## config.mk

```make
export PLATFORM = sky130hd
export DESIGN_NAME = vend_controller_flat
export DESIGN_NICKNAME = d
export VERILOG_FILES = /design/src/rtl/vend_controller_if.sv /design/src/rtl/vend_controller.sv /design/src/flat_wrapper.sv
export SDC_FILE = /design/constraint.sdc
export NUM_CORES = 1
export LEC_CHECK = 0
export ABC_AREA = 1
export CAP_MARGIN = 15
export CORE_MARGIN = 2
export CORE_UTILIZATION = 30
export CTS_CLUSTER_SIZE = 40
export DETAILED_ROUTE_END_ITERATION = 16
export HOLD_SLACK_MARGIN = 0.1
export SYNTH_ARGS = -nofsm -noshare
export SYNTH_HDL_FRONTEND = slang
export SYNTH_SLANG_ARGS = --single-unit
```

## constraint.sdc

```tcl
create_clock -name clk -period 6.9 [get_ports clk]
set_input_delay 2.07 -clock clk [delete_from_list [all_inputs] [get_ports clk]]
set_output_delay 2.07 -clock clk [all_outputs]
set_load 0.1 [all_outputs]
```

## src/rtl/vend_controller_if.sv

```systemverilog
`default_nettype none
// ============================================================================
//  Module   : vend_controller_if
//  Brief    : Coin-detector / ejector bundle for the vending controller.
//  Revision : 1.0 - initial release
// ============================================================================
interface vend_controller_if #(
    parameter int CREDIT_W = 8
);
    logic                nickelDetected;
    logic                dimeDetected;
    logic                quarterDetected;
    logic                cancel;
    logic                dispense;
    logic                dimeOut;
    logic                nickelOut;
    logic [CREDIT_W-1:0] credit;
    logic                busy;
    logic                fault;

    modport master (
        output nickelDetected, dimeDetected, quarterDetected, cancel,
        input  dispense, dimeOut, nickelOut, credit, busy, fault
    );

    modport slave (
        input  nickelDetected, dimeDetected, quarterDetected, cancel,
        output dispense, dimeOut, nickelOut, credit, busy, fault
    );
endinterface
`default_nettype wire

```

## src/rtl/vend_controller.sv

```systemverilog
`default_nettype none
// ============================================================================
//  Module   : vend_controller
//  Brief    : Credit accumulator, parametrised-price vend and paced change payout.
//  Revision : 1.0 - initial release
// ============================================================================
module vend_controller #(
    parameter int PRICE    = 35,
    parameter int CREDIT_W = 8,
    parameter int GAP      = 4
) (
    input  wire logic         clk,
    input  wire logic         reset,
    vend_controller_if.slave  bus
);
    localparam int                  c_CNT_W = (GAP > 1) ? $clog2(GAP) : 1;
    localparam logic [CREDIT_W-1:0] c_PRICE = CREDIT_W'(PRICE);
    localparam logic [CREDIT_W-1:0] c_SAT   = {CREDIT_W{1'b1}};

    typedef enum logic [0:0] {
        COLLECT = 1'b0,
        PAYOUT  = 1'b1
    } state_t;

    state_t              r_state;
    logic [CREDIT_W-1:0] r_credit;
    logic [c_CNT_W-1:0]  r_gap_cnt;
    logic                r_dispense;
    logic                r_dime_out;
    logic                r_nickel_out;
    logic                r_busy;
    logic                r_fault;

    logic [CREDIT_W-1:0] w_coin_val;
    logic                w_multi;
    logic                w_dime_pulse;
    logic                w_nickel_pulse;
    logic [CREDIT_W-1:0] w_base;
    logic [CREDIT_W:0]   w_sum;
    logic                w_sat;
    logic [CREDIT_W-1:0] w_new;

    // Change is taken out before the incoming coin is added, so a coin
    // arriving on a pulse cycle is simply refunded later.
    always_comb begin
        w_coin_val     = '0;
        w_dime_pulse   = 1'b0;
        w_nickel_pulse = 1'b0;
        w_base         = r_credit;
        if (bus.quarterDetected)      w_coin_val = CREDIT_W'(25);
        else if (bus.dimeDetected)    w_coin_val = CREDIT_W'(10);
        else if (bus.nickelDetected)  w_coin_val = CREDIT_W'(5);
        w_multi = (bus.quarterDetected & bus.dimeDetected)
                | (bus.quarterDetected & bus.nickelDetected)
                | (bus.dimeDetected    & bus.nickelDetected);
        if (r_state == PAYOUT && r_gap_cnt == '0) begin
            if (r_credit >= CREDIT_W'(10)) begin
                w_dime_pulse = 1'b1;
                w_base       = r_credit - CREDIT_W'(10);
            end else if (r_credit == CREDIT_W'(5)) begin
                w_nickel_pulse = 1'b1;
                w_base         = '0;
            end
        end
        w_sum = {1'b0, w_base} + {1'b0, w_coin_val};
        w_sat = w_sum[CREDIT_W];
        w_new = w_sat ? c_SAT : w_sum[CREDIT_W-1:0];
    end

    always_ff @(posedge clk or posedge reset) begin
        if (reset) begin
            r_state      <= COLLECT;
            r_credit     <= '0;
            r_gap_cnt    <= '0;
            r_dispense   <= 1'b0;
            r_dime_out   <= 1'b0;
            r_nickel_out <= 1'b0;
            r_busy       <= 1'b0;
            r_fault      <= 1'b0;
        end else begin
            r_dispense   <= 1'b0;
            r_dime_out   <= 1'b0;
            r_nickel_out <= 1'b0;
            if (w_multi || w_sat) r_fault <= 1'b1;
            case (r_state)
                COLLECT: begin
                    r_gap_cnt <= '0;
                    if (w_new >= c_PRICE) begin
                        r_dispense <= 1'b1;
                        r_credit   <= w_new - c_PRICE;
                        if (w_new != c_PRICE) begin
                            r_state <= PAYOUT;
                            r_busy  <= 1'b1;
                        end
                    end else if (bus.cancel && w_new != '0) begin
                        r_credit <= w_new;
                        r_state  <= PAYOUT;
                        r_busy   <= 1'b1;
                    end else begin
                        r_credit <= w_new;
                    end
                end
                PAYOUT: begin
                    // Leave one cycle after the last pulse so busy spans it.
                    if (r_credit == '0 && w_coin_val == '0) begin
                        r_state   <= COLLECT;
                        r_busy    <= 1'b0;
                        r_gap_cnt <= '0;
                    end else begin
                        r_credit     <= w_new;
                        r_dime_out   <= w_dime_pulse;
                        r_nickel_out <= w_nickel_pulse;
                        r_gap_cnt    <= (r_gap_cnt == c_CNT_W'(GAP - 1)) ? '0
                                      : r_gap_cnt + c_CNT_W'(1);
                    end
                end
                default: r_state <= COLLECT;
            endcase
        end
    end

    assign bus.dispense  = r_dispense;
    assign bus.dimeOut   = r_dime_out;
    assign bus.nickelOut = r_nickel_out;
    assign bus.credit    = r_credit;
    assign bus.busy      = r_busy;
    assign bus.fault     = r_fault;
endmodule
`default_nettype wire

```

## src/flat_wrapper.sv

```systemverilog
// flat-port wrapper written by rule: the top's interface ports become plain ports
module vend_controller_flat 
#(
    parameter int PRICE    = 35,
    parameter int CREDIT_W = 8,
    parameter int GAP      = 4
)
  (clk, reset, bus_nickelDetected, bus_dimeDetected, bus_quarterDetected, bus_cancel, bus_dispense, bus_dimeOut, bus_nickelOut, bus_credit, bus_busy, bus_fault);
  vend_controller_if #(.CREDIT_W(CREDIT_W)) bus_i ();
  input  wire logic clk;
  input  wire logic reset;
  input wire logic [$bits(bus_i.nickelDetected)-1:0] bus_nickelDetected;
  input wire logic [$bits(bus_i.dimeDetected)-1:0] bus_dimeDetected;
  input wire logic [$bits(bus_i.quarterDetected)-1:0] bus_quarterDetected;
  input wire logic [$bits(bus_i.cancel)-1:0] bus_cancel;
  output wire logic [$bits(bus_i.dispense)-1:0] bus_dispense;
  output wire logic [$bits(bus_i.dimeOut)-1:0] bus_dimeOut;
  output wire logic [$bits(bus_i.nickelOut)-1:0] bus_nickelOut;
  output wire logic [$bits(bus_i.credit)-1:0] bus_credit;
  output wire logic [$bits(bus_i.busy)-1:0] bus_busy;
  output wire logic [$bits(bus_i.fault)-1:0] bus_fault;
  assign bus_i.nickelDetected = bus_nickelDetected;
  assign bus_i.dimeDetected = bus_dimeDetected;
  assign bus_i.quarterDetected = bus_quarterDetected;
  assign bus_i.cancel = bus_cancel;
  assign bus_dispense = bus_i.dispense;
  assign bus_dimeOut = bus_i.dimeOut;
  assign bus_nickelOut = bus_i.nickelOut;
  assign bus_credit = bus_i.credit;
  assign bus_busy = bus_i.busy;
  assign bus_fault = bus_i.fault;
  vend_controller #(.PRICE(PRICE), .CREDIT_W(CREDIT_W), .GAP(GAP)) u_core (.clk(clk), .reset(reset), .bus(bus_i));
endmodule
```

==> metrics.md, run 1 <==
| Metric | Value |
|---|---|
| Outcome | finished, final reports clean |
| Total congestion overflow | 0 |
| 1st-iter DRT viols | 61 |
| Setup TNS Final | 0 ns |
| Synth area leaders | dfrtp_1, nand2_1, inv_1 |
| Crit path launch | bus_nickelDetected |
| # resized after CTS | 0 |
| R2R Setup Slk | 3.09 ns |
| Worst Reg-to-Reg Cells | 26 |
| Share of layout cells above drive strength 1 | 0.1452 |
| RSZ-0062 raised after global routing | no |
| Port bufs | 18 |
| Post-CTS Setup Inserts | 0 |
| Crit-path max cell delay | 0.48 ns |
| CP required | 7.04 ns |
| Most common cell type on the critical path | inv_1 |
| Syn_area_per_cell | 6.835 um^2 |
| First-pass GRT wire length | 6.189 mm |
| CP Class | in -> reg |
| Clk_skew | 0.001680 ns |
| Ys Warns | 0 |
| Die ar. | 5763 um^2 |
| Area grow syn2layout | 20.48% |
| Layout Nets | 266 |
| Post-synthesis register bit count | 16 |
| Startpoint types | input pin |
| Post-Syn Instances | 227 |
| Count leader, synth | nand2_1 |
| Initial antenna violation count | 0 |
| Crit path to | u_core.bus.credit[7]$_DFFE_PP0P_ |
| Top delay family on crit path | simple AND/OR/NAND/NOR gates |
| Final Wtd Congestion | 0.8835 |
| Critical path data arrival time | 5.30 ns |
| Stages on worst setup path | 24 |
| Initial DRT Pass Iterations | 4 |
| Residual DRC | 0 |
| Antenna-violating nets left | 0 |
| Clock root cell | clkbuf_8 |
| Rows | 26 |
| CTS tree | yes |
| Antenna cells | 0 |
| Top_reg_cell synth | dfrtp_1 |
| Hold_buf cts | 0 |
| Fmax | 193.7 MHz |
| Sequential element share of the synthesized area | 0.2581 |
| Synth Cell Area | 1551 um^2 |
| Vias post-DR | 1,430 |
| Max_cap viols | 0 |
| Clock Path Buffers | 2 |
| Largest net degree at the start of global routing | 17 |
| Final hold vios | 0 |
| Vias/cell | 4.497 |
| Core footprint | 5042 um^2 |
| H-tree depth | 1 |
| Number of flops mapped to enable cells by yosys | 0 |
| HP Class | reg -> reg |
| Worst r2r src | u_core.r_gap_cnt[0]$_DFF_PP0_ |
| # setup viols final | 0 |
| Initial Util | 0.3077 |
| Period utilization | 0.7481 |
| Async set-or-reset flop fraction in the synthesized netlist | 1.000 |
| Die Y | 75.92 um |
| Post-Route WL | 3.490 mm |
| Syn Nets | 244 |
| Worst slew margin | 0.3481 |
| HPWL after DPL | 2.933 mm |
| Clock latency on the worst-skew pair | 0.25 ns |
| CP Buf/Inv Count | 7 |
| WL/cell | 10.97 um |
| Post-synth top area share | 0.2581 |
| Top cells by count, synth | nand2_1, inv_1, nor2_1, nand3_1, dfrtp_1 |
| Post-layout min period | 5.162 ns |
| Yosys top cell by area | dfrtp_1 |
| Reg clk slew, reported paths | 0.06 ns |
| Slowest CP cell | clkdlybuf4s50_1 |
| CP Capture Type | register |
| # IOs | 19 |
| CP Cell Sequence | clkdlybuf4s50_1 > inv_1 > o21ai_0 > ha_1 > inv_1 > fa_1 > inv_1 > nand3_1 > nand2_1 > nand2_1 > nand2_1 > nand3_4 > nor2_2 > nand2_4 > inv_2 > nor2_1 > inv_1 > ha_1 > inv_1 > or2_4 > nand3_4 > nand2_4 > nor3_1 > nor2_1 |
| Slew Limit Fails | 0 |
| Num Clock Sinks | 16 |
| CTS Buf Count | 3 |
| Final core occ | 0.3707 |
| Total track usage | 0.1302 |
| Slew @ Worst Pin | 0.9747 ns |
| Vias in the first global route | 1,372 |
| Die boundary width | 75.92 um |
| Worst-path maximum fanout | 10 |
| Cell variety after synth | 31 |
| R2R Path End | u_core.bus.credit[7]$_DFFE_PP0P_ |
-- cell usage in the layout (no fill, tap or decap) --
cell and n:
nand4_2 1, nor4_1 1, nand3_2 1, o22ai_1 1
nor2_2 4, nor2_1 21, xnor2_1 2, nand2_2 10
clkbuf_8 4, inv_1 42, nand3_4 2, ha_1 10
o211ai_1 1, o21ai_2 1, or2_4 1, nor2_4 2
o21ai_1 2, o31ai_1 1, a211oi_1 1, o21ai_0 3
nor3_1 6, xor2_1 5, nand4_1 9, nand3_1 17
fa_1 1, nand2_4 4, nand2_1 47, inv_2 6
dfrtp_1 16, clkdlybuf4s50_1 18, a21oi_1 7, a21o_1 1
-- sequential cells by signal (all words and copies together) (netlist names) --
register and count:
u_core.r_gap_cnt 2, u_core.bus.nickelOut 1, u_core.bus.fault 1, u_core.bus.dimeOut 1, u_core.r_state 1, u_core.bus.busy 1
u_core.bus.credit 8, u_core.bus.dispense 1
-- worst min path at each step --
stage / depth (start not counted) / end / slack [ns] / startpoint
finish: 1 / u_core.r_gap_cnt[0]$_DFF_PP0_ / 0.48 / u_core.r_gap_cnt[0]$_DFF_PP0_
global route: 1 / u_core.r_gap_cnt[0]$_DFF_PP0_ / 0.49 / u_core.r_gap_cnt[0]$_DFF_PP0_
CTS: 1 / u_core.r_gap_cnt[0]$_DFF_PP0_ / 0.47 / u_core.r_gap_cnt[0]$_DFF_PP0_
detailed placement: 1 / u_core.r_gap_cnt[0]$_DFF_PP0_ / 0.46 / u_core.r_gap_cnt[0]$_DFF_PP0_
global placement: 1 / u_core.r_gap_cnt[0]$_DFF_PP0_ / 0.46 / u_core.r_gap_cnt[0]$_DFF_PP0_
floorplan: 1 / u_core.r_gap_cnt[0]$_DFF_PP0_ / 0.44 / u_core.r_gap_cnt[0]$_DFF_PP0_
-- layer usage --
metal	track usage	vias to the layer above	wire, um
li1	-	756	-
met3	0.02143	4	111
met5	0	-	0
met2	0.2063	27	1556
met1	0.1845	643	1796
met4	0.03455	0	25
-- cell type report --
class,instances,area [um^2]
inverters,48,180.2
fillers,546,3173
well taps,70,87.58
flip-flops and latches,16,400.4
multi-input cells,162,965.9
repair buffers,18,180.2
clock buffers,4,55.05
-- metrics by stage --
step | hold WS [ns] | std cells | instance area [um^2] | setup slack, ns
after floorplan | 0.4381 | 227 | 1551 | 2.220
final | 0.4759 | 318 | 1869 | 1.738
after global placement | 0.4598 | 314 | 1814 | 1.549
after detailed placement | 0.4584 | 314 | 1814 | 1.453
after CTS | 0.4738 | 318 | 1869 | 1.728
after global routing | 0.4945 | 318 | 1869 | 1.365
-- kinds of logic (layout without fill, tap and decap cells) --
group | Yosys count | in the layout | share of synthesized area
DFF | 16 | 16 | 0.2581
and+or+nand+nor | 126 | 126 | 0.4218
buffers and inverters | 49 | 70 | 0.1193
adders and majority gates | 11 | 11 | 0.09355
AOI/OAI and AO/OA | 18 | 18 | 0.06775
xor gates and xnor gates | 7 | 7 | 0.03952
Power of run 1 is left out: the tool's default activity adds up to more than one toggle a clock period on the data nets, which glitch-free logic cannot reach.
==> inputs of run 2 (changes only) <==
clock period = 4.5 ns   (was 6.9 ns; I/O delays follow)
==> metrics.md, run 2 (synthesized netlist as in run 1, its figures left out) <==
| Metric | Value |
|---|---|
| Outcome | finished, final reports clean |
| Top delay family on crit path | simple AND/OR/NAND/NOR gates |
| CP Buf/Inv Count | 7 (unchanged) |
| Post-Route WL | 3.771 mm (+8.1%) |
| Worst-path maximum fanout | 6 (-4) |
| # setup viols final | 0 (unchanged) |
| Initial Util | 0.3077 (unchanged) |
| Port bufs | 18 (unchanged) |
| Post-place setup slack | -0.06637 ns (-1.520 ns) |
| Slew @ Worst Pin | 0.9795 ns (+0.004780 ns) |
| Die boundary width | 75.92 um (unchanged) |
| Final core occ | 0.3921 (+0.02134) |
| Antenna-violating nets left | 0 (unchanged) |
| Slowest CP cell | clkdlybuf4s50_1 |
| WL/cell | 11.43 um (+4.1%) |
| Die Y | 75.92 um (unchanged) |
| Clock latency on the worst-skew pair | 0.24 ns (about the same) |
| CP Class | in -> reg |
| CTS tree | yes |
| Hold_buf cts | 0 (unchanged) |
| Most common cell after layout, fill and taps aside | nand2_1 |
| Initial antenna violation count | 0 (unchanged) |
| # fillers | 547 (+0.18%) |
| Worst slew margin | 0.3450 (-0.003196) |
| 1st-iter DRT viols | 65 (+6.6%) |
| Rows | 26 (unchanged) |
| CP Capture Type | register |
| Final hold vios | 0 (unchanged) |
| Clock Path Buffers | 2 (unchanged) |
| # resized after CTS | 0 (unchanged) |
| HPWL after DPL | 3.104 mm (+5.8%) |
| Slew Limit Fails | 0 (unchanged) |
| Largest register FFs | 8 (unchanged) |
| Die ar. | 5763 um^2 (unchanged) |
| Num Clock Sinks | 16 (unchanged) |
| Area grow syn2layout | 27.42% |
| # IOs | 19 (unchanged) |
| Period utilization | 0.9424 |
| Clock root cell | clkbuf_8 |
| Post-DP Area | 1897 um^2 (+4.6%) |
| Residual DRC | 0 (unchanged) |
| Most common cell type on the critical path | inv_1 |
| Vias post-DR | 1,501 (+5.0%) |
| Clk_skew | 0.001075 ns (-0.0006046 ns) |
| Total congestion overflow | 0 (unchanged) |
| Sequential Area | 400.4 um^2 (unchanged) |
| Initial DRT Pass Iterations | 4 (unchanged) |
| Post-CTS Setup Inserts | 0 (unchanged) |
| Crit-path max cell delay | 0.48 ns (about the same) |
| HP Class | reg -> reg |
| Vias/cell | 4.548 (+1.1%) |
| Layout Nets | 278 (+4.5%) |
| Reg clk slew, reported paths | 0.06 ns (about the same) |
| Total track usage | 0.1364 (+0.006238) |
| Fmax | 235.8 MHz |
| Fin area | 1977 um^2 (+5.8%) |
| Share of layout cells above drive strength 1 | 0.2000 (+0.05484) |
| CP Cell Sequence | clkdlybuf4s50_1 > inv_1 > o21ai_1 > ha_2 > inv_1 > fa_1 > inv_1 > nand3_1 > nand2_1 > nand2_1 > nand2_1 > nand3_4 > nor2_2 > nand2_4 > inv_2 > nor2_1 > inv_1 > ha_2 > inv_1 > or2_4 > nand3_4 > nand2_4 > o21ai_1 > nor2_2 |
| Antenna cells | 0 (unchanged) |
| Final Wtd Congestion | 0.8751 (-0.95%) |
| Largest net degree at the start of global routing | 17 (unchanged) |
| CTS Buf Count | 3 (unchanged) |
| Core footprint | 5042 um^2 (unchanged) |
| Max_cap viols | 0 (unchanged) |
| Most frequent cells in the layout | nand2_1, inv_1, nor2_1, nand3_1, clkdlybuf4s50_1 |
| CP required | 4.64 ns (-2.40 ns) |
| Vias in the first global route | 1,478 (+7.7%) |
| Startpoint types | input pin |
| Setup ws final | 0.2591 ns (-1.479 ns) |
| First-pass GRT wire length | 6.603 mm (+6.7%) |
| Multi-input gate area | 988.4 um^2 (+2.3%) |
| H-tree depth | 1 (unchanged) |
| Post-layout min period | 4.241 ns |
| Critical path data arrival time | 4.38 ns (-0.92 ns) |
==> run 2: final timing paths <==
check | from | to | slack [ns] | cells after the start
hold reg to reg | u_core.r_gap_cnt[0]$_DFF_PP0_ | u_core.r_gap_cnt[0]$_DFF_PP0_ | 0.46 | 1
max in group asynchronous | reset | u_core.bus.credit[5]$_DFFE_PP0P_ | 2.65 | 2
min in group asynchronous | reset | u_core.bus.credit[1]$_DFFE_PP0P_ | 1.47 | 2
setup reg to reg | u_core.r_gap_cnt[0]$_DFF_PP0_ | u_core.bus.credit[5]$_DFFE_PP0P_ | 0.86 | 26
setup / recovery | bus_nickelDetected | u_core.bus.credit[5]$_DFFE_PP0P_ | 0.26 | 24
hold / removal | u_core.r_gap_cnt[0]$_DFF_PP0_ | u_core.r_gap_cnt[0]$_DFF_PP0_ | 0.46 | 1
==> run 2: per-layer routing <==
metal / routed length, um / vias up / track usage
li1: - / 785 / -
met3: 121 / 2 / 0.02381
met4: 21 / 0 / 0.01455
met1: 1864 / 686 / 0.1902
met5: 0 / - / 0
met2: 1764 / 28 / 0.2295
==> run 2: through the flow <==
stage	hold slack, ns	cells	setup TNS (ns)
after floorplan	0.4381	227	0
after global placement	0.4580	325	0
after detailed placement	0.4602	325	-0.2096
after CTS	0.4684	329	0
after global routing	0.5081	330	-0.07709
final	0.4634	330	0
==> run 2: final cells by class <==
cell class              count  area share
well taps                  70     0.04430
repair buffers             29      0.1342
flip-flops and latches     16      0.2025
clock buffers               4     0.02785
multi-input cells         163      0.5000
inverters                  48     0.09114
==> run 2: worst reg2reg max path, stage by stage (launching register included) <==
cell	delay [ns]
dfrtp_1	0.37
inv_1	0.05
ha_1	0.19
nand2_2	0.15
inv_1	0.12
nand2_1	0.15
xor2_1	0.25
inv_1	0.10
fa_1	0.41
inv_1	0.06
nand3_1	0.06
nand2_1	0.09
nand2_1	0.05
nand2_1	0.09
nand3_4	0.08
nor2_2	0.15
nand2_4	0.07
inv_2	0.04
nor2_1	0.04
inv_1	0.08
ha_2	0.18
inv_1	0.05
or2_4	0.27
nand3_4	0.10
nand2_4	0.08
o21ai_1	0.17
nor2_2	0.05
Power of run 2 is left out for the same reason.
